File: config.mk
export PLATFORM = sky130hd
export DESIGN_NAME = pipe_stage_reg
export DESIGN_NICKNAME = d
export VERILOG_FILES = /design/src/rtl/pipe_pkg.sv /design/src/rtl/pipe_entry_reg.sv /design/src/rtl/pipe_stage_reg.sv
export SDC_FILE = /design/constraint.sdc
export NUM_CORES = 1
export LEC_CHECK = 0
export BUFFER_PORTS_ARGS = -buffer_cell sky130_fd_sc_hd__buf_2
export CAP_MARGIN = 20
export CORE_MARGIN = 2
export CORE_UTILIZATION = 48
export CTS_CLUSTER_DIAMETER = 50
export DETAILED_ROUTE_END_ITERATION = 16
export PLACE_DENSITY = 0.72
export SKIP_LAST_GASP = 1
export SLEW_MARGIN = 20
export SYNTH_ARGS = -nofsm -noshare
export SYNTH_HDL_FRONTEND = slang
export SYNTH_SLANG_ARGS = --single-unit
export TNS_END_PERCENT = 1
File: constraint.sdc
create_clock -name clk -period 2.37 [get_ports clk]
set_input_delay 0.1185 -clock clk [delete_from_list [all_inputs] [get_ports clk]]
set_output_delay 0.1185 -clock clk [all_outputs]
set_load 0.05 [all_outputs]
File: src/rtl/pipe_pkg.sv
// rtl/pipe_pkg.sv - shared types and constants for the elastic pipeline register
//
// Purpose : state encoding, control-bit indices and the default entry layout
//           used by pipe_stage_reg and pipe_entry_reg.
package pipe_pkg;

  // Occupancy-style state: number of held entries.
  typedef enum logic [1:0] {
    EMPTY = 2'd0,
    ONE   = 2'd1,
    TWO   = 2'd2
  } state_t;

  // Control-vector bit positions for the EX/MEM instance.
  localparam int CTRL_REGWRITE = 0;
  localparam int CTRL_MEMREAD  = 1;
  localparam int CTRL_MEMWRITE = 2;
  localparam int CTRL_MEMTOREG = 3;

  // Entry layout at the default widths (ctrl, destination register, data).
  typedef struct packed {
    logic [3:0]  ctrl;
    logic [4:0]  dst;
    logic [31:0] data;
  } pipe_entry_t;

  function automatic logic [1:0] occ_of(input state_t s);
    case (s)
      EMPTY:   occ_of = 2'd0;
      ONE:     occ_of = 2'd1;
      TWO:     occ_of = 2'd2;
      default: occ_of = 2'd0;
    endcase
  endfunction

endpackage

File: src/rtl/pipe_entry_reg.sv
// rtl/pipe_entry_reg.sv - one valid+payload storage slot with load/clear
//
// Purpose : holds a single pipeline entry. clear drops the valid bit and
//           zeroes the stored control flags; the payload keeps its old value.
// Ports   : clk, rst (async active-low), load, clear, d_ctrl, d_pay,
//           valid, q_ctrl, q_pay
module pipe_entry_reg #(
  parameter int CTRL_W = 4,
  parameter int PAY_W  = 37
) (
  input  logic              clk,
  input  logic              rst,
  input  logic              load,
  input  logic              clear,
  input  logic [CTRL_W-1:0] d_ctrl,
  input  logic [PAY_W-1:0]  d_pay,
  output logic              valid,
  output logic [CTRL_W-1:0] q_ctrl,
  output logic [PAY_W-1:0]  q_pay
);

  // clear has priority so a flush always beats a same-edge load.
  always_ff @(posedge clk or negedge rst) begin
    if (!rst) begin
      valid  <= 1'b0;
      q_ctrl <= '0;
      q_pay  <= '0;
    end else if (clear) begin
      valid  <= 1'b0;
      q_ctrl <= '0;
    end else if (load) begin
      valid  <= 1'b1;
      q_ctrl <= d_ctrl;
      q_pay  <= d_pay;
    end
  end

endmodule

File: src/rtl/pipe_stage_reg.sv
// rtl/pipe_stage_reg.sv - elastic inter-stage pipeline register with optional skid slot
//
// Purpose : carries {data, dst reg, ctrl} between two pipeline stages with a
//           valid/ready handshake, flush with bubble insertion, and (SKID=1)
//           a second slot so in_ready comes straight from a flop.
// Ports   : clk, rst (async active-low)
//           in_valid/in_ready/in_data/in_reg/in_ctrl  upstream side
//           flush                                     synchronous kill
//           out_valid/out_ready/out_data/out_reg/out_ctrl downstream side
//           occupancy                                 held entries (0..2)
module pipe_stage_reg
  import pipe_pkg::*;
#(
  parameter int DATA_W = 32,
  parameter int REG_W  = 5,
  parameter int CTRL_W = 4,
  parameter int SKID   = 1
) (
  input  logic              clk,
  input  logic              rst,
  input  logic              in_valid,
  output logic              in_ready,
  input  logic [DATA_W-1:0] in_data,
  input  logic [REG_W-1:0]  in_reg,
  input  logic [CTRL_W-1:0] in_ctrl,
  input  logic              flush,
  output logic              out_valid,
  input  logic              out_ready,
  output logic [DATA_W-1:0] out_data,
  output logic [REG_W-1:0]  out_reg,
  output logic [CTRL_W-1:0] out_ctrl,
  output logic [1:0]        occupancy
);

  localparam int PAY_W = DATA_W + REG_W;

  state_t state, next_state;
  logic   in_ready_q;
  logic   accept, pop;
  logic   main_valid, skid_valid;
  logic   main_load, main_from_skid, main_clear, skid_load, skid_clear;

  logic [CTRL_W-1:0] main_ctrl, skid_ctrl, main_d_ctrl;
  logic [PAY_W-1:0]  main_pay, skid_pay, main_d_pay, in_pay;

  assign in_pay    = {in_reg, in_data};
  assign out_valid = main_valid;
  assign pop       = main_valid & out_ready;
  assign in_ready  = (SKID != 0) ? in_ready_q : (~main_valid | out_ready);
  assign accept    = in_valid & in_ready;

  always_comb begin
    next_state     = state;
    main_load      = 1'b0;
    main_from_skid = 1'b0;
    main_clear     = 1'b0;
    skid_load      = 1'b0;
    skid_clear     = 1'b0;
    case (state)
      EMPTY: begin
        if (accept) begin
          next_state = ONE;
          main_load  = 1'b1;
        end
      end
      ONE: begin
        if (accept && pop) begin
          main_load = 1'b1;
        end else if (accept && (SKID != 0)) begin
          next_state = TWO;
          skid_load  = 1'b1;
        end else if (accept) begin
          main_load = 1'b1;
        end else if (pop) begin
          next_state = EMPTY;
          main_clear = 1'b1;
        end
      end
      TWO: begin
        // in_ready is low here, so only a pop can move the state.
        if (pop && skid_valid) begin
          next_state     = ONE;
          main_from_skid = 1'b1;
          skid_clear     = 1'b1;
        end
      end
      default: next_state = EMPTY;
    endcase
    if (flush) begin
      next_state     = EMPTY;
      main_load      = 1'b0;
      main_from_skid = 1'b0;
      skid_load      = 1'b0;
      main_clear     = 1'b1;
      skid_clear     = 1'b1;
    end
  end

  always_ff @(posedge clk or negedge rst) begin
    if (!rst) begin
      state      <= EMPTY;
      in_ready_q <= 1'b1;
    end else begin
      state      <= next_state;
      in_ready_q <= (next_state != TWO);
    end
  end

  assign main_d_ctrl = main_from_skid ? skid_ctrl : in_ctrl;
  assign main_d_pay  = main_from_skid ? skid_pay  : in_pay;

  pipe_entry_reg #(.CTRL_W(CTRL_W), .PAY_W(PAY_W)) u_main (
    .clk    (clk),
    .rst    (rst),
    .load   (main_load | main_from_skid),
    .clear  (main_clear),
    .d_ctrl (main_d_ctrl),
    .d_pay  (main_d_pay),
    .valid  (main_valid),
    .q_ctrl (main_ctrl),
    .q_pay  (main_pay)
  );

  if (SKID != 0) begin : g_skid
    pipe_entry_reg #(.CTRL_W(CTRL_W), .PAY_W(PAY_W)) u_skid (
      .clk    (clk),
      .rst    (rst),
      .load   (skid_load),
      .clear  (skid_clear),
      .d_ctrl (in_ctrl),
      .d_pay  (in_pay),
      .valid  (skid_valid),
      .q_ctrl (skid_ctrl),
      .q_pay  (skid_pay)
    );
  end else begin : g_no_skid
    assign skid_valid = 1'b0;
    assign skid_ctrl  = '0;
    assign skid_pay   = '0;
  end

  // Bubbles must never carry RegWrite/MemWrite downstream.
  assign out_ctrl  = main_ctrl & {CTRL_W{main_valid}};
  assign out_data  = main_pay[DATA_W-1:0];
  assign out_reg   = main_pay[PAY_W-1:DATA_W];
  assign occupancy = occ_of(state);

endmodule
=== Yosys cells after proc, flatten, opt, wreduce, memory -nomap -nowiden ===
Index checks and enable logic that the tools add are counted.

* Output and inout bits: 45
* Logic and storage cells: 58
* Bits in registers: 87
* Input bits: 46

* Equal/unequal tests: 3
* Bitwise gates (word level): 6
* Reductions and logical operators: 7
* Mux-type cells: 34

{| class="wikitable"
|+ Operator list
! cell !! number
|-
| 2-to-1 mux 37 bit || 1
|-
| 2-to-1 mux 4 bit || 5
|-
| 2-to-1 mux 1 bit || 19
|-
| 2-to-1 mux 2 bit || 6
|-
| case mux 2 bit (3 select lines) || 1
|-
| AND 4 bit || 1
|-
| case mux 2 bit (2 select lines) || 1
|-
| AND reduction 2 bit || 2
|-
| nonzero test 2 bit || 2
|-
| AND 1 bit || 2
|-
| equality test 2 x 1 -> 1 bit, second input constant || 1
|-
| equality test 2 bit, second input constant || 1
|-
| logical AND 1 bit || 2
|-
| logical NOT 2 bit || 1
|-
| != test 2 bit, second input constant || 1
|-
| inverter 1 bit || 2
|-
| case mux 1 bit (2 select lines) || 1
|-
| bitwise OR 1 bit || 1
|}

=== Logic depth before layout (Yosys ltp) ===
Gate-level depths: netlist (run 1).

* Depth in word-level cells: 8
* Depth in mapped cells: 6
* Mapped depth without buffers: 5

=== Modules after synthesis ===
Synthesis (run 1) repeated with hierarchy kept, for this count alone.

* Cell total of the unflattened synthesis: 266
* Area total of the unflattened synthesis: 4440.5 um^2

{| class="wikitable"
|+ Modules (own cells, without submodules)
! module !! times used !! area an instance (um^2) !! seq. area each (um^2) !! cells each
|-
| pipe_entry_reg || 2 || 1747.9 || 1051.0 || 95
|-
| pipe_stage_reg || 1 || 944.7 || 76.3 || 76
|}

=== Worst setup path before layout (run 1) ===
OpenSTA, ideal clock, no wires.

* Path type: register -> register
* Start: register state[0]
* End: register u_main.q_pay[0]
* Path slack: 0.032 ns
* Buffers on the path: 1
* Data arrival time: 2.213 ns
* Setup time: 0.125 ns
* Stages on the path, launching flop included: 6
* Clock period less this slack: 2.338 ns
* Required time: 2.245 ns
* Path through: dfrtp_1 -> nor2b_1 -> nand2_1 -> a21oi_4 -> buf_6 -> mux2_4

* Cells in the longest elaborated chain, start to end: 5
* Elaborated cells between the ends (all ways): 13
* Classes of those cells: eq/ne (2); mux (7); bitwise (2); reduce/logical (2)

{| class="wikitable"
|+ Ends and longest elaborated chain
! what !! RTL line !! text
|-
| start, declared || pipe_stage_reg.sv:37 || <nowiki>state_t state, next_state;</nowiki>
|-
| start signal, assigned || pipe_stage_reg.sv:104 || <nowiki>state <= next_state;</nowiki>
|-
| equality test 2 x 1 -> 1 bit, or another cell as far along || pipe_stage_reg.sv:59 || <nowiki>case (state)</nowiki>
|-
| case mux 1 bit (2 select lines) or 2-to-1 mux 1 bit (tied branches) || pipe_stage_reg.sv:59 ||
|-
| 2-to-1 mux 1 bit || pipe_stage_reg.sv:89 || <nowiki>if (flush) begin</nowiki>
|-
| bitwise OR 1 bit or inverter 1 bit (tied branches) || -- ||
|-
| AND reduction 2 bit (no source line) || -- ||
|-
| end signal, assigned || pipe_entry_reg.sv:34 || <nowiki>q_pay <= d_pay;</nowiki>
|-
| end, declared || pipe_entry_reg.sv:19 || <nowiki>output logic [PAY_W-1:0] q_pay</nowiki>
|}

Parallel ways exist; a longest one is shown, timed or not.
A chain may end at the register's enable or synchronous reset.

=== Worst setup path after layout (run 1) ===
* Start: register in_ready_q (netlist: in_ready)
* End: register u_main.q_pay[16]

* Cells in the longest elaborated chain, start to end: 7
* Elaborated cells between the ends (all ways): 13
* Classes of those cells: mux (8); bitwise (3); reduce/logical (2)

{| class="wikitable"
|+ Ends and longest elaborated chain
! what !! RTL line !! text
|-
| start, declared || pipe_stage_reg.sv:38 || <nowiki>logic in_ready_q;</nowiki>
|-
| start signal, assigned || pipe_stage_reg.sv:105 || <nowiki>in_ready_q <= (next_state != TWO);</nowiki>
|-
| AND 1 bit * || pipe_stage_reg.sv:50 || <nowiki>assign accept = in_valid & in_ready;</nowiki>
|-
| logical AND 1 bit or 2-to-1 mux 1 bit (tied branches) || pipe_stage_reg.sv:67, pipe_stage_reg.sv:69 ||
|-
| 2-to-1 mux 1 bit || pipe_stage_reg.sv:67 || <nowiki>if (accept && pop) begin</nowiki>
|-
| case mux 1 bit (2 select lines) or 2-to-1 mux 1 bit (tied branches) || pipe_stage_reg.sv:59 ||
|-
| 2-to-1 mux 1 bit || pipe_stage_reg.sv:89 ||
|-
| bitwise OR 1 bit or inverter 1 bit (tied branches) || -- ||
|-
| AND reduction 2 bit (no source line) * || -- ||
|}

Mark *: on every way between the ends. The rest lies on a longest branch, timed or not.

==> reports/results.ini, run 1 <==
[worst_setup_path]
startpoint_type=flip-flop
required_ns=2.60
cp.arrival_ns=2.23
reg2reg_slack_ns=0.36
r2r_end=u_main.q_pay[16]$_DFFE_PN0P_
crit_type=reg2reg
cp-startpoint=in_ready$_DFF_PN1_
r2r_start=in_ready$_DFF_PN1_
end_kind=flip-flop
rr_worst_depth=5
cp_max_fo=15

[clock_network]
htreeDepth=3
cts_setup_buffers=0
cts_hold_buf=42
cts_tree=yes
clk_path_buf_depth=2
cts_root_buf=clkbuf_8
cts.sinks=87
cts_resized=0
insertion_delay_ns=0.35
path_clk_slew_ns=0.07
cts_buffers=9

[route]
routedWlPerCell_um=14.63
wl_um=8589
drc=0
first_iter_violations=117
via_count=2953
drtAntennaViolNets=0
firstDrtPassIters=4
routed_via_density=5.031

[power]
p_sw_w=0.001730
p_int_w=0.002792
power_frac_seq_pct=47.3
peakVddDrop_uv=410.3
power_leakage_nw=2.552
swShare_pct=38.26
p_clk_share_pct=18.7
p_comb_share_pct=34.1
power_density_mw_per_mm2=893.1

[floorplanning]
rows=33
die_area_sq_mm=0.008955
die_h_um=94.63
die_w_um=94.63
start_util_pct=48.72
fp.coreArea_sq_mm=0.008093
io_pins=91

[sta]
final-hold-violation-count=0
finalCriticalPeriod_ns=2.005
worst_pin_slew_ns=0.6514
fin_worst_skew_ns=0.01024
maxSlewHeadroom_pct=56.48
maxSlewViolCount=0
tns_ns=0
fmax_mhz=498.7
finalSetupViolations=0
rsz0062_at_grt=no
fin_crit_sh_pct=84.62
hold_ws_ns=0.07579

[grt]
grt_max_degree=43
antenna_found_initial=0
grt_pass1_wl_um=14100
gr-total-overflow=0
grt.total_usage_pct=20.32
grt_pass1_vias=2953

[logic_synthesis]
ys_warn_count=0
ys_seq_area_share_pct=55.25
syn-num-nets=390
synth_area_sq_mm=0.003943
synth_cell_types=26
ys_seq_elements=87
synthCells=344
syn_area_per_cell_sq_um=11.46

[job]
cap_violations=0

[layout]
regArea_sq_mm=0.002178
final_area_sq_mm=0.005064
area_delta_synth_final_pct=28.44
drive_gt1_share_pct=40.46
antenna_cells=0
fillers=677
fin_cells=587
fin_util_pct=62.57
nets=525
multiInputGateArea_sq_mm=0.001632

[worst_hold_path]
hp-class=in2reg
whs_endpoint=state[0]$_DFF_PN0_
worstHoldStart=flush
holdPathStages=2

[placed_design]
dp_cells=531
placed_area_sq_mm=0.004498
placement.io_buffers=90
dp_hpwl_um=5533
place.gp.congestion=0.8500

[status]
outcome=completed

stage by stage:
stage	total power [W]	worst slack, ns
CTS	0.004567	0.3580
detailed placement	0.003662	0.3694
finish	0.004522	0.3646
floorplan	0.003247	0.03163
global route	0.004784	0.2836
global placement	0.003603	0.4138
power groups by stage:
stage               Clock, W  Sequential [W]  Combinational [W]
floorplan                  0         0.00274           0.000512
global placement           0         0.00214            0.00146
detailed placement         0         0.00216            0.00150
CTS                 0.000875         0.00214            0.00155
global route        0.000935         0.00220            0.00165
finish              0.000844         0.00214            0.00154
worst max path at each step:
stage / cells after the start / to / slack (ns)
3_5_place_dp: 5 / u_main.q_pay[16]$_DFFE_PN0P_ / 0.37
6_report: 5 / u_main.q_pay[16]$_DFFE_PN0P_ / 0.36
5_1_grt: 5 / u_main.q_pay[13]$_DFFE_PN0P_ / 0.28
3_3_place_gp: 5 / u_main.q_pay[15]$_DFFE_PN0P_ / 0.41
4_1_cts: 5 / u_main.q_pay[16]$_DFFE_PN0P_ / 0.36
2_1_floorplan: 5 / u_main.q_pay[0]$_DFFE_PN0P_ / 0.03
cell usage in the layout, fill, tap and decap left out, types with 4 or more instances in the layout:
cell type | netlist | final
a21oi_1 | 5 | 5
a22o_1 | 4 | 4
and2_1 | 4 | 4
buf_2 | 0 | 89
buf_4 | 1 | 8
clkbuf_8 | 0 | 9
dfrtp_1 | 86 | 86
dlygate4sd3_1 | 0 | 42
mux2_2 | 68 | 68
mux2_4 | 10 | 10
nand2_1 | 125 | 125
nand3_1 | 5 | 5
cell families after synthesis:
| family | after synthesis | share of synthesized area (%) |
|---|---|---|
| AOI/OAI and AO/OA | 14 | 2.729 |
| buffers and inverters | 20 | 3.523 |
| DFF | 87 | 55.25 |
| and+or+nand+nor | 145 | 15.27 |
| muxes | 78 | 23.23 |
critical path, cell delays in order, from the launching register on:
cell and delay (ns):
dfstp_2 0.54, nand2_1 0.16, a211o_1 0.35, a21oi_4 0.19, buf_4 0.29, mux2_2 0.37
registers in the layout (all words and copies together) (netlist names):
| register | count |
|---|---|
| u_main.q_pay | 37 |
| state | 2 |
| g_skid.u_skid.q_ctrl | 4 |
| in_ready | 1 |
| u_main.q_ctrl | 4 |
| u_main.valid | 1 |
| g_skid.u_skid.valid | 1 |
| g_skid.u_skid.q_pay | 37 |
area by class of cell:
type                            count  share of cell area (%)
Clock buffer                       12                   2.669
Clock inverter                      2                  0.1977
Inverter                            3                  0.2224
Multi-Input combinational cell    237                   32.22
Sequential cell                    87                   43.02
Tap cell                          105                   2.595
Timing Repair Buffer              141                   19.08
per-layer routing:
| metal | track usage [%] | share of wire [%] |
|---|---|---|
| met4 | 7.850 | 1.6 |
| met2 | 34.22 | 50 |
| met5 | 0 | 0 |
| met3 | 2.953 | 3.5 |
| met1 | 26.58 | 45 |
Yosys cell counts (all sizes together):
master	instances	share of area, %
nand2	127	12
dfrtp	86	55
mux2	78	23
buf	9	2.5
clkbuf	8	0.76
a21oi	6	1.0
nand3	5	0.63
a22o	4	0.89
and2	4	0.63
inv	3	0.29
nor3b	3	0.83
and3	2	0.32
a211o	1	0.22
a221oi	1	0.22
dfstp	1	0.67
nand2b	1	0.16
nand4	1	0.16
nor2b	1	0.16
o21bai	1	0.19
o22ai	1	0.16
or2	1	0.16
Note: power is estimated with default switching activity, not from simulation.
==> inputs of run 2 (changes only) <==
clock period = 2 ns   (was 2.37 ns; I/O delays follow)
==> run 2 against run 1 <==
Compared with the run above: hold slack worse by 0.038 ns; first-iteration DRC count is 11% lower; sequential share of layout area is 1.2 points lower; critical path depth stayed put; sequential power is 18% higher; cell area is 2.9% higher; critical endpoint is now u_main.q_pay[19]$_DFFE_PN0P_; highest routed layer unchanged.
==> reports/results.ini, run 2 (synthesis gave the netlist of run 1 again) <==
[worst_setup_path]
end_kind=flip-flop
cp_top_family=flip-flops
required_ns=2.24
timing.critical_path.cells=nand2_2 -> a211o_1 -> a21oi_4 -> buf_12 -> mux2_2
crit_type=reg2reg
path_buf_inv=1
startpoint_type=flip-flop
cp.arrival_ns=2.07
critPathMaxStageDelay_ns=0.56
slowest_stage=dfstp_2
cp_max_fo=25

[grt]
grt_pass1_wl_um=14420
grt.total_usage_pct=20.80
gr-total-overflow=0
grt_pass1_vias=2991
antenna_found_initial=0
grt_max_degree=43

[sta]
final-hold-violation-count=0
worst_pin_slew_ns=0.5649
finalCriticalPeriod_ns=1.837
hold_ws_ns=0.03754
maxSlewViolCount=0
fin_worst_skew_ns=0.009442
fmax_mhz=544.3
fin_crit_sh_pct=91.86
maxSlewHeadroom_pct=62.26
tns_ns=0
rsz0062_at_grt=no
finalSetupViolations=0

[layout]
area_delta_synth_final_pct=32.12
fillers=686
nets=527
antenna_cells=0
final_area_sq_mm=0.005209
final_cell_mix=124 x nand2_1, 89 x buf_2, 85 x dfrtp_1
drive_gt1_share_pct=41.56
layout_commonest_cell=nand2_1
reg.largest.list=g_skid.u_skid.q_pay x37, u_main.q_pay x37

[worst_hold_path]
hp-class=in2reg

[clock_network]
cts_tree=yes
cts.sinks=87
cts_root_buf=clkbuf_8
insertion_delay_ns=0.35
path_clk_slew_ns=0.08
cts_resized=0
htreeDepth=3
clk_path_buf_depth=2
cts_buffers=9

[route]
routedWlPerCell_um=15.15
wl_um=8951
via_count=2974
first_iter_violations=104
drc=0
routed_via_density=5.032
drtAntennaViolNets=0
firstDrtPassIters=4

[status]
outcome=completed

[floorplanning]
start_util_pct=48.72
die_area_sq_mm=0.008955
rows=33
fp.coreArea_sq_mm=0.008093
die_w_um=94.63
io_pins=91
die_h_um=94.63

[power]
p_total_w=0.005852
power_leakage_nw=2.612
peakVddDrop_uv=611.6
power_density_mw_per_mm2=1123

[placed_design]
dp_hpwl_um=5634
placed_area_sq_mm=0.004549
placement.io_buffers=90
place.gp.congestion=0.7692

[job]
cap_violations=0

run 2: cell count changes in the layout (fill, tap and decap cells not counted), sizes merged:
cell    delta
clkinv     -2
buf        +2
bufinv     +3
clkbuf     +1
run 2: power breakdown:
part | internal (W) | switching [W] | leakage, nW
sequential | 0.00226 | 0.000274 | 1.07
combinational | 0.000624 | 0.00123 | 1.42
clock | 0.000867 | 0.000603 | 0.118
total | 0.00375 | 0.00210 | 2.61
run 2: per-layer routing:
layer,wire length [um],global-route usage [%],part of all wire [%],vias to the layer above
li1,-,-,-,1417
met1,4095,28.32,46,1475
met2,4389,33.87,49,69
met3,354,4.230,4.0,13
met4,112,6.159,1.3,0
met5,0,0,0,-
run 2: final cells by class:
| cell class | instances | area, sq um | share of cell area, % |
|---|---|---|---|
| clock buffers | 13 | 148.9 | 2.859 |
| multi-input cells | 237 | 1642 | 31.52 |
| clock inverters | 3 | 90.09 | 1.730 |
| flip-flops and latches | 87 | 2180 | 41.84 |
| inverters | 3 | 11.26 | 0.2162 |
| repair buffers | 143 | 1006 | 19.31 |
| well taps | 105 | 131.4 | 2.522 |
run 2: per-stage QoR:
step,instances,setup slack [ns],util (%)
after floorplan,344,0.01489,-
after global placement,533,0.2143,56.22
after detailed placement,533,0.1698,56.22
after CTS,591,0.1582,64.36
after global routing,591,0.1101,64.36
final,591,0.1627,64.36
run 2: worst paths after layout:
path	startpoint	end	slack, ns	cells past startpoint
min reg2reg	g_skid.u_skid.q_pay[4]$_DFFE_PN0P_	g_skid.u_skid.q_pay[4]$_DFFE_PN0P_	0.48	2
max reg2reg	in_ready$_DFF_PN1_	u_main.q_pay[19]$_DFFE_PN0P_	0.16	5
min	flush	state[0]$_DFF_PN0_	0.04	2
max	in_ready$_DFF_PN1_	u_main.q_pay[19]$_DFFE_PN0P_	0.16	5
max in group asynchronous	rst	in_ready$_DFF_PN1_	1.05	3
min in group asynchronous	rst	g_skid.u_skid.q_pay[6]$_DFFE_PN0P_	0.29	2
run 2: worst register-to-register path, cell delays in order, from the launching register on:
cell and delay [ns]:
dfstp_2 0.56, nand2_2 0.06, a211o_1 0.30, a21oi_4 0.23
buf_12 0.22, mux2_2 0.37
run 2: timing repair:
action / 4_1_cts / 5_1_grt
hold buffers: 42 / 0
setup buffers: 0 / 0
hold endpoints to repair: 81 / 0
